File: src/rtl/spi_frame_rx.sv
// SPI-slave (mode 0) frame receiver: header, three payload words and an XOR checksum.
// A good frame updates buffer_2/buffer_3/reff together; bad or aborted frames are counted.
module spi_frame_rx #(
   parameter int                   DW          = 14,
   parameter int                   WORD_BITS   = 16,
   parameter logic [WORD_BITS-1:0] HEADER      = 16'hA5A5,
   parameter int                   SYNC_STAGES = 2,
   parameter int                   TIMEOUT     = 4095
) (
   input  logic          clk,
   input  logic          rst,
   input  logic          sck,
   input  logic          cs,
   input  logic          mosi,
   output logic [DW-1:0] buffer_2,
   output logic [DW-1:0] buffer_3,
   output logic [DW-1:0] reff,
   output logic          head_flag,
   output logic          frame_err,
   output logic [7:0]    err_cnt
);

   localparam int                BC_W     = $clog2(WORD_BITS);
   localparam int                TO_W     = $clog2(TIMEOUT + 1);
   localparam logic [BC_W-1:0]   BIT_LAST = BC_W'(WORD_BITS - 1);
   localparam logic [TO_W-1:0]   TO_LAST  = TO_W'(TIMEOUT - 1);

   typedef enum logic [2:0] {IDLE, HDR, PAY, CHK, WAIT_CS} state_t;

   state_t                 state_r;
   logic [SYNC_STAGES-1:0] sck_sync_r, cs_sync_r, mosi_sync_r;
   logic                   sck_prev_r, cs_prev_r;
   logic [WORD_BITS-2:0]   sreg_r;
   logic [BC_W-1:0]        bit_cnt_r;
   logic [1:0]             word_cnt_r;
   logic [TO_W-1:0]        to_cnt_r;
   logic [WORD_BITS-1:0]   pay0_r, pay1_r, pay2_r;
   logic                   bad_r;

   logic                   sck_s, cs_s, mosi_s;
   logic                   sck_rise_s, cs_fall_s, cs_rise_s;
   logic [WORD_BITS-1:0]   word_s, xor_s;
   logic                   word_done_s, hi_bad_s;

   function automatic logic [7:0] sat_inc(input logic [7:0] v);
      return (v == 8'hFF) ? v : v + 8'd1;
   endfunction

   assign sck_s       = sck_sync_r[SYNC_STAGES-1];
   assign cs_s        = cs_sync_r[SYNC_STAGES-1];
   assign mosi_s      = mosi_sync_r[SYNC_STAGES-1];
   assign sck_rise_s  = sck_s & ~sck_prev_r;
   assign cs_fall_s   = ~cs_s & cs_prev_r;
   assign cs_rise_s   = cs_s & ~cs_prev_r;
   assign word_s      = {sreg_r, mosi_s};
   assign word_done_s = sck_rise_s && (bit_cnt_r == BIT_LAST);
   assign hi_bad_s    = |word_s[WORD_BITS-1:DW];
   assign xor_s       = pay0_r ^ pay1_r ^ pay2_r;

   // Pin synchronizers; cs resets low so a frame already in progress is not picked up mid-way.
   always_ff @(posedge clk or posedge rst) begin
      if (rst) begin
         sck_sync_r  <= '0;
         cs_sync_r   <= '0;
         mosi_sync_r <= '0;
         sck_prev_r  <= 1'b0;
         cs_prev_r   <= 1'b0;
      end else begin
         sck_sync_r  <= {sck_sync_r[SYNC_STAGES-2:0], sck};
         cs_sync_r   <= {cs_sync_r[SYNC_STAGES-2:0], cs};
         mosi_sync_r <= {mosi_sync_r[SYNC_STAGES-2:0], mosi};
         sck_prev_r  <= sck_s;
         cs_prev_r   <= cs_s;
      end
   end

   // Frame FSM with shift register, counters, staging and registered outputs.
   always_ff @(posedge clk or posedge rst) begin
      if (rst) begin
         state_r    <= IDLE;
         sreg_r     <= '0;
         bit_cnt_r  <= '0;
         word_cnt_r <= 2'd0;
         to_cnt_r   <= '0;
         pay0_r     <= '0;
         pay1_r     <= '0;
         pay2_r     <= '0;
         bad_r      <= 1'b0;
         buffer_2   <= '0;
         buffer_3   <= '0;
         reff       <= '0;
         head_flag  <= 1'b0;
         frame_err  <= 1'b0;
         err_cnt    <= 8'd0;
      end else begin
         head_flag <= 1'b0;
         frame_err <= 1'b0;
         case (state_r)
            IDLE: begin
               if (cs_fall_s) begin
                  state_r    <= HDR;
                  bit_cnt_r  <= '0;
                  word_cnt_r <= 2'd0;
                  to_cnt_r   <= '0;
                  bad_r      <= 1'b0;
               end else begin
                  state_r <= IDLE;
               end
            end
            HDR, PAY, CHK: begin
               if (cs_rise_s) begin
                  if (state_r != HDR) begin
                     frame_err <= 1'b1;
                     err_cnt   <= sat_inc(err_cnt);
                  end else begin
                     frame_err <= 1'b0;
                  end
                  state_r <= IDLE;
               end else if (sck_rise_s) begin
                  sreg_r    <= word_s[WORD_BITS-2:0];
                  to_cnt_r  <= '0;
                  bit_cnt_r <= word_done_s ? '0 : bit_cnt_r + 1'b1;
                  if (word_done_s) begin
                     case (state_r)
                        HDR: state_r <= (word_s == HEADER) ? PAY : WAIT_CS;
                        PAY: begin
                           case (word_cnt_r)
                              2'd0:    pay0_r <= word_s;
                              2'd1:    pay1_r <= word_s;
                              default: pay2_r <= word_s;
                           endcase
                           if (hi_bad_s) bad_r <= 1'b1;
                           word_cnt_r <= word_cnt_r + 2'd1;
                           state_r    <= (word_cnt_r == 2'd2) ? CHK : PAY;
                        end
                        CHK: begin
                           if (word_s == xor_s && !bad_r) begin
                              buffer_2  <= pay0_r[DW-1:0];
                              buffer_3  <= pay1_r[DW-1:0];
                              reff      <= pay2_r[DW-1:0];
                              head_flag <= 1'b1;
                           end else begin
                              frame_err <= 1'b1;
                              err_cnt   <= sat_inc(err_cnt);
                           end
                           state_r <= WAIT_CS;
                        end
                        default: state_r <= IDLE;
                     endcase
                  end
               end else if (to_cnt_r == TO_LAST) begin
                  frame_err <= 1'b1;
                  err_cnt   <= sat_inc(err_cnt);
                  state_r   <= WAIT_CS;
               end else begin
                  to_cnt_r <= to_cnt_r + 1'b1;
               end
            end
            WAIT_CS: state_r <= cs_rise_s ? IDLE : WAIT_CS;
            default: state_r <= IDLE;
         endcase
      end
   end

endmodule

File: config.mk
export PLATFORM = sky130hd
export DESIGN_NAME = spi_frame_rx
export DESIGN_NICKNAME = d
export VERILOG_FILES = /design/src/rtl/spi_frame_rx.sv
export SDC_FILE = /design/constraint.sdc
export NUM_CORES = 1
export LEC_CHECK = 0
export BUFFER_PORTS_ARGS = -buffer_cell sky130_fd_sc_hd__buf_2
export CORE_ASPECT_RATIO = 1.5
export CORE_MARGIN = 8
export CORE_UTILIZATION = 35
export DETAILED_ROUTE_END_ITERATION = 12
export MAX_ROUTING_LAYER = met4
export SLEW_MARGIN = 25
export SYNTH_ARGS = -nofsm -noshare
export SYNTH_HDL_FRONTEND = slang
export SYNTH_SLANG_ARGS = --single-unit
File: constraint.sdc
create_clock -name clk -period 9.7 [get_ports clk]
set_input_delay 0.97 -clock clk [delete_from_list [all_inputs] [get_ports clk]]
set_output_delay 0.97 -clock clk [all_outputs]
set_load 0.01 [all_outputs]
== Word level (Yosys, flattened, before mapping) ==
Cells that the tools add are included.

* Eq/ne operators: 25
* Bitwise logic cells: 10
* Add/subtract/negate cells: 4
* Reduce and logical (&&, ||, !) cells: 21
* Multiplexer cells: 55

{| class="wikitable"
|+ Operators with widths
! operator !! number
|-
| $mux W8 || 8
|-
| $mux W12 || 4
|-
| $reduce_and A6 Y1 || 6
|-
| $xor A16 B16 Y16 || 2
|-
| $pmux W12 S2 || 1
|-
| $mux W1 || 22
|-
| $mux W3 || 6
|-
| $pmux W3 S3 || 2
|-
| $eq A16 B16 Y1 || 1
|-
| $eq A16 B16 Y1 const B || 1
|-
| $mux W4 || 4
|-
| $add A12 B1 Y12 const B || 1
|-
| $eq A12 B12 Y1 const B || 1
|-
| $ne A2 B2 Y1 const B || 6
|-
| $mux W2 || 5
|-
| $ne A3 B1 Y1 const B || 3
|-
| $add A8 B1 Y8 const B || 1
|-
| $eq A8 B8 Y1 const B || 1
|-
| $ne A4 B4 Y1 const B || 2
|-
| $pmux W4 S2 || 1
|-
| $reduce_and A4 Y1 || 2
|-
| $reduce_and A7 Y1 || 1
|-
| $eq A3 B2 Y1 const B || 2
|-
| $ne A3 B3 Y1 const B || 2
|-
| other kinds (22) || 30
|}

* Input bits: 5
* Output and inout bits: 52
* Word-level logic and storage cells: 135
* Register bits after elaboration: 145

== Longest topological paths before layout ==
* Word-level depth: 10
* Depth in mapped cells: 10

== Worst setup path after synthesis ==
Ideal clock, no wire load.

* Kind: register to register
* Start: register sreg_r[13]
* End: register buffer_2[0]
* Cell stages (with the launch flop): 11
* Period minus slack after synthesis: 2.393 ns
* Setup time: 0.125 ns
* Arrival: 2.268 ns
* Setup slack: 7.307 ns
* Required time: 9.575 ns
* Cell sequence: dfrtp_1 > buf_4 > xnor2_1 > xnor2_1 > nand4_1 > nor4_2 > nand2_1 > or3_1 > buf_6 > buf_12 > mux2_4

* Cells in the longest elaborated chain, start to end: 3

{| class="wikitable"
|+ Ends and longest elaborated chain
! what !! line !! text
|-
| from (decl) || 33 || <nowiki>logic [WORD_BITS-2:0] sreg_r;</nowiki>
|-
| from (signal assigned) || 120 || <nowiki>sreg_r <= word_s[WORD_BITS-2:0];</nowiki>
|-
| $eq A16 B16 Y1 || 137 || <nowiki>if (word_s == xor_s && !bad_r) begin</nowiki>
|-
| $logic_and A1 B1 Y1 || 137 ||
|-
| $reduce_and A6 Y1 (no line) || n/a ||
|-
| to (signal assigned) || 138 || <nowiki>buffer_2 <= pay0_r[DW-1:0];</nowiki>
|-
| to (decl) || 15 || <nowiki>output logic [DW-1:0] buffer_2,</nowiki>
|}

Every way passes these cells.
A chain may end at the register's enable or synchronous reset.

== Worst setup path in the final report ==
* Start: register sreg_r[6]
* End: register reff[5]

* Cells in the longest elaborated chain, start to end: 3

{| class="wikitable"
|+ Ends and longest elaborated chain
! what !! line !! text
|-
| $eq A16 B16 Y1 || 137 ||
|-
| $logic_and A1 B1 Y1 || 137 ||
|-
| $reduce_and A6 Y1 (no line) || n/a ||
|-
| to (signal assigned) || 140 || <nowiki>reff <= pay2_r[DW-1:0];</nowiki>
|-
| to (decl) || 17 || <nowiki>output logic [DW-1:0] reff,</nowiki>
|}

Every way passes these cells.

==> load_flow_metrics.sql <==
INSERT INTO impl_metrics (metric_group, metric, value, unit) VALUES
('synth', 'synth.yosys.warnings', '0', ''),
('detailed_routing', 'highest_signal_layer', 'met4', ''),
('layout', 'nNetsFinal', '548', ''),
('placed_design', 'numPortBuffers', '56', ''),
('sta', 'fin_skew', '0.00933', 'ns'),
('layout', 'areaGrowthSynthToFinish', '16.7', '%'),
('floorplanning', 'core_area', '18400', 'um^2'),
('global_route', 'antenna_found_initial', '0', ''),
('critical_path', 'cp_top_family', 'simple AND/OR/NAND/NOR gates', ''),
('floorplanning', 'initial_core_util', '35.4', '%'),
('detailed_routing', 'detail_route.iter0.violations', '161', ''),
('job', 'max-cap-violations', '0', ''),
('global_route', 'grt_remaining_overflow', '0', ''),
('status', 'outcome', 'complete, no violations', ''),
('floorplanning', 'die-height', '183', 'um'),
('clocking', 'tritoncts', 'done', ''),
('placed_design', 'dp.final_hpwl', '8930', 'um'),
('power_and_ir_drop', 'power.density_cell_area', '192', 'nW/um^2'),
('critical_path', 'cp-end-kind', 'flop', ''),
('clocking', 'hold_bufs_at_cts', '0', ''),
('critical_path', 'critPathMaxStageDelay', '0.48', 'ns'),
('detailed_routing', 'route.detailed.drc', '0', ''),
('sta', 'actual_slew_at_the_worst_max_slew_pin', '0.915', 'ns'),
('critical_path', 'crit_path_max_fanout', '43', ''),
('floorplanning', 'placementRows', '61', ''),
('layout', 'layout.filler_cells', '1743', ''),
('sta', 'maxClockFrequency', '342', 'MHz'),
('power_and_ir_drop', 'max_rail_drop_vdd', '0.118', 'mV'),
('placed_design', 'dpl_cell_area', '7000', 'um^2'),
('floorplanning', 'overall_die_width', '127', 'um'),
('detailed_routing', 'detailroute.via_count', '3765', ''),
('sta', 'fin_tns_setup', '0', 'ns'),
('detailed_routing', 'drt_wl_cell', '16.1', 'um'),
('floorplanning', 'die_area', '23300', 'um^2'),
('synth', 'syn_area', '6510', 'um^2'),
('layout', 'area_of_the_multi_input_gates', '2730', 'um^2'),
('synth', 'synth_edf_count', '0', ''),
('power_and_ir_drop', 'p_leak', '3.91', 'nW'),
('floorplanning', 'top_level_ports', '57', ''),
('clocking', 'root_buffer', 'sky130_fd_sc_hd__clkbuf_16', ''),
('hold_path', 'min_path_type', 'reg -> reg', ''),
('placed_design', 'gp_congestion', '0.792', ''),
('power_and_ir_drop', 'finalPower', '1.46', 'mW'),
('detailed_routing', 'route.final.wire_length', '12900', 'um'),
('clocking', 'tritoncts.num_buffers', '17', ''),
('detailed_routing', 'route.met2.wl', '6750', 'um'),
('clocking', 'clock_sink_count', '145', ''),
('detailed_routing', 'antenna_left', '0', ''),
('detailed_routing', 'routed_via_density', '4.71', ''),
('synth', 'ys_seq_area_share', '55.7', '%'),
('critical_path', 'timing.critical_path.required', '9.99', 'ns'),
('global_route', 'number_of_global_route_vias_before_repair', '4148', ''),
('clocking', 'cts-resized-gates', '0', ''),
('detailed_routing', 'route.met3.wl', '483', 'um'),
('synth', 'synthesis.area_per_instance', '13.8', 'um^2'),
('layout', 'layout-drive-gt1-share', '36.9', '%'),
('critical_path', 'timing.setup.critical_path_class', 'reg -> reg', ''),
('global_route', 'grt_pass1_wl', '21800', 'um'),
('detailed_routing', 'wl_met1', '5420', 'um'),
('critical_path', 'worstPathArrival', '3.22', 'ns'),
('clocking', 'cts.path.max_buffers', '2', ''),
('global_route', 'grt_start_max_net_pins', '99', ''),
('sta', 'max-slew-margin-rel', '38.8', '%'),
('sta', 'period_minus_slack', '2.93', 'ns'),
('sta', 'timing_max_transition_violations_final', '0', ''),
('clocking', 'insertion_delay_to_the_later_sink_of_the_worst_skew_pair', '0.41', 'ns'),
('synth', 'synth_flop_cell', 'sky130_fd_sc_hd__dfrtp_1', ''),
('layout', 'antenna-diode-count', '0', ''),
('critical_path', 'path_buf_inv', '1', ''),
('clocking', 'worst_setup_hold_path_clk_slew', '0.06', 'ns'),
('sta', 'final-hold-violation-count', '0', '');
-- kinds of logic after synthesis --
kind of cell	count (synthesis)	share of synthesized area, %
flip-flops	145	55.7
multiplexers	107	20.7
AND/OR/NAND/NOR	99	7.95
XOR/XNOR	64	8.61
AO/OA/AOI/OAI	28	3.05
buffers and inverters	22	2.46
adder cells (fa/ha/maj)	8	1.50
-- per-stage QoR --
step	cells	worst slack, ns	utilization, %	hold WS [ns]
after CTS	800	6.73	41.3	0.357
after global placement	769	6.84	38.1	0.341
after detailed placement	769	6.75	38.1	0.343
final	800	6.77	41.3	0.356
after global routing	800	6.57	41.3	0.363
after floorplan	473	4.84	-	0.331
-- placed cells by master, fill, tap and decap left out, types with 4 or more instances in the layout --
cell,Yosys,routed
sky130_fd_sc_hd__dfrtp_1,145,145
sky130_fd_sc_hd__mux2_2,67,67
sky130_fd_sc_hd__buf_2,1,56
sky130_fd_sc_hd__xnor2_1,43,43
sky130_fd_sc_hd__mux2_4,39,39
sky130_fd_sc_hd__nor2_1,31,31
sky130_fd_sc_hd__nand2_1,22,22
sky130_fd_sc_hd__xor2_1,21,21
sky130_fd_sc_hd__clkbuf_16,0,17
sky130_fd_sc_hd__nand4_1,11,11
sky130_fd_sc_hd__o21ai_0,8,8
sky130_fd_sc_hd__nand3_1,7,7
sky130_fd_sc_hd__ha_1,7,7
sky130_fd_sc_hd__inv_1,7,6
sky130_fd_sc_hd__and3_1,4,4
sky130_fd_sc_hd__a21oi_1,4,4
-- worst reg2reg max path, cell delays in order (launching register included) --
cell and delay [ns]:
sky130_fd_sc_hd__dfrtp_1 0.46, sky130_fd_sc_hd__xor2_1 0.18, sky130_fd_sc_hd__xnor2_1 0.20, sky130_fd_sc_hd__nand3_1 0.12, sky130_fd_sc_hd__nor4_2 0.44, sky130_fd_sc_hd__nand2_1 0.13
sky130_fd_sc_hd__or3_2 0.48, sky130_fd_sc_hd__buf_4 0.37, sky130_fd_sc_hd__mux2_4 0.41
-- power by group --
part / internal (mW) / switching, mW / leakage, nW / total [mW]
sequential: 0.628 / 0.0447 / 2.00 / 0.672
combinational: 0.0519 / 0.0781 / 1.62 / 0.130
clock: 0.417 / 0.240 / 0.291 / 0.657
total: 1.10 / 0.363 / 3.91 / 1.46
-- Yosys cell counts (2+ instances only) --
| master | number | area, um^2 |
|---|---|---|
| sky130_fd_sc_hd__a211oi_1 | 2 | 15.0 |
| sky130_fd_sc_hd__a21oi_1 | 4 | 20.0 |
| sky130_fd_sc_hd__and3_1 | 4 | 25.0 |
| sky130_fd_sc_hd__and4_1 | 2 | 17.5 |
| sky130_fd_sc_hd__buf_12 | 4 | 80.1 |
| sky130_fd_sc_hd__clkbuf_1 | 8 | 30.0 |
| sky130_fd_sc_hd__dfrtp_1 | 145 | 3630 |
| sky130_fd_sc_hd__ha_1 | 7 | 87.6 |
| sky130_fd_sc_hd__inv_1 | 7 | 26.3 |
| sky130_fd_sc_hd__mux2_2 | 67 | 754 |
| sky130_fd_sc_hd__mux2_4 | 39 | 586 |
| sky130_fd_sc_hd__nand2_1 | 22 | 82.6 |
| sky130_fd_sc_hd__nand2b_1 | 3 | 18.8 |
| sky130_fd_sc_hd__nand3_1 | 7 | 35.0 |
| sky130_fd_sc_hd__nand4_1 | 11 | 68.8 |
| sky130_fd_sc_hd__nand4b_1 | 2 | 17.5 |
| sky130_fd_sc_hd__nor2_1 | 31 | 116 |
| sky130_fd_sc_hd__nor2b_1 | 2 | 12.5 |
| sky130_fd_sc_hd__nor3_1 | 2 | 10.0 |
| sky130_fd_sc_hd__nor4_2 | 2 | 25.0 |
| sky130_fd_sc_hd__o21ai_0 | 8 | 40.0 |
| sky130_fd_sc_hd__o31ai_1 | 3 | 22.5 |
| sky130_fd_sc_hd__o41ai_1 | 2 | 17.5 |
| sky130_fd_sc_hd__or2_2 | 3 | 18.8 |
| sky130_fd_sc_hd__or3_1 | 4 | 25.0 |
| sky130_fd_sc_hd__or4_1 | 2 | 15.0 |
| sky130_fd_sc_hd__xnor2_1 | 43 | 377 |
| sky130_fd_sc_hd__xor2_1 | 21 | 184 |
-- sequential cells by signal, summed over array words and instances (netlist names), 2 cells and up --
| name | flops |
|---|---|
| bit_cnt_r | 4 |
| word_cnt_r | 2 |
| pay2_r | 16 |
| err_cnt | 8 |
| state_r | 3 |
| to_cnt_r | 12 |
| reff | 14 |
| pay1_r | 16 |
| buffer_3 | 14 |
| cs_sync_r | 2 |
| sck_sync_r | 2 |
| buffer_2 | 14 |
| mosi_sync_r | 2 |
| sreg_r | 15 |
| pay0_r | 16 |
-- layer usage --
| layer | vias to the layer above | track usage (%) |
|---|---|---|
| met5 | - | - |
| met4 | 0 | 4.83 |
| met3 | 13 | 3.08 |
| met2 | 73 | 20.7 |
| met1 | 1895 | 13.6 |
| li1 | 1784 | - |
-- layout make-up --
type,count,share of cell area [%]
Clock inverter,9,1.71
Timing Repair Buffer,59,3.98
Tap cell,252,4.15
Clock buffer,22,6.11
Multi-Input combinational cell,306,35.9
Inverter,7,0.412
Sequential cell,145,47.8
-- path summary, 6_finish.rpt --
check / start / depth (start not counted) / to / slack [ns]
min reg2reg: cs_sync_r[0] / 0 / cs_sync_r[1] / 0.36
max reg2reg: sreg_r[6] / 8 / reff[5] / 6.77
max: sreg_r[6] / 8 / reff[5] / 6.77
min in group asynchronous: rst / 2 / buffer_2[9] / 0.75
min: cs_sync_r[0] / 0 / cs_sync_r[1] / 0.36
max in group asynchronous: rst / 3 / sreg_r[8] / 7.78
Power figures use the tool's default switching activity.
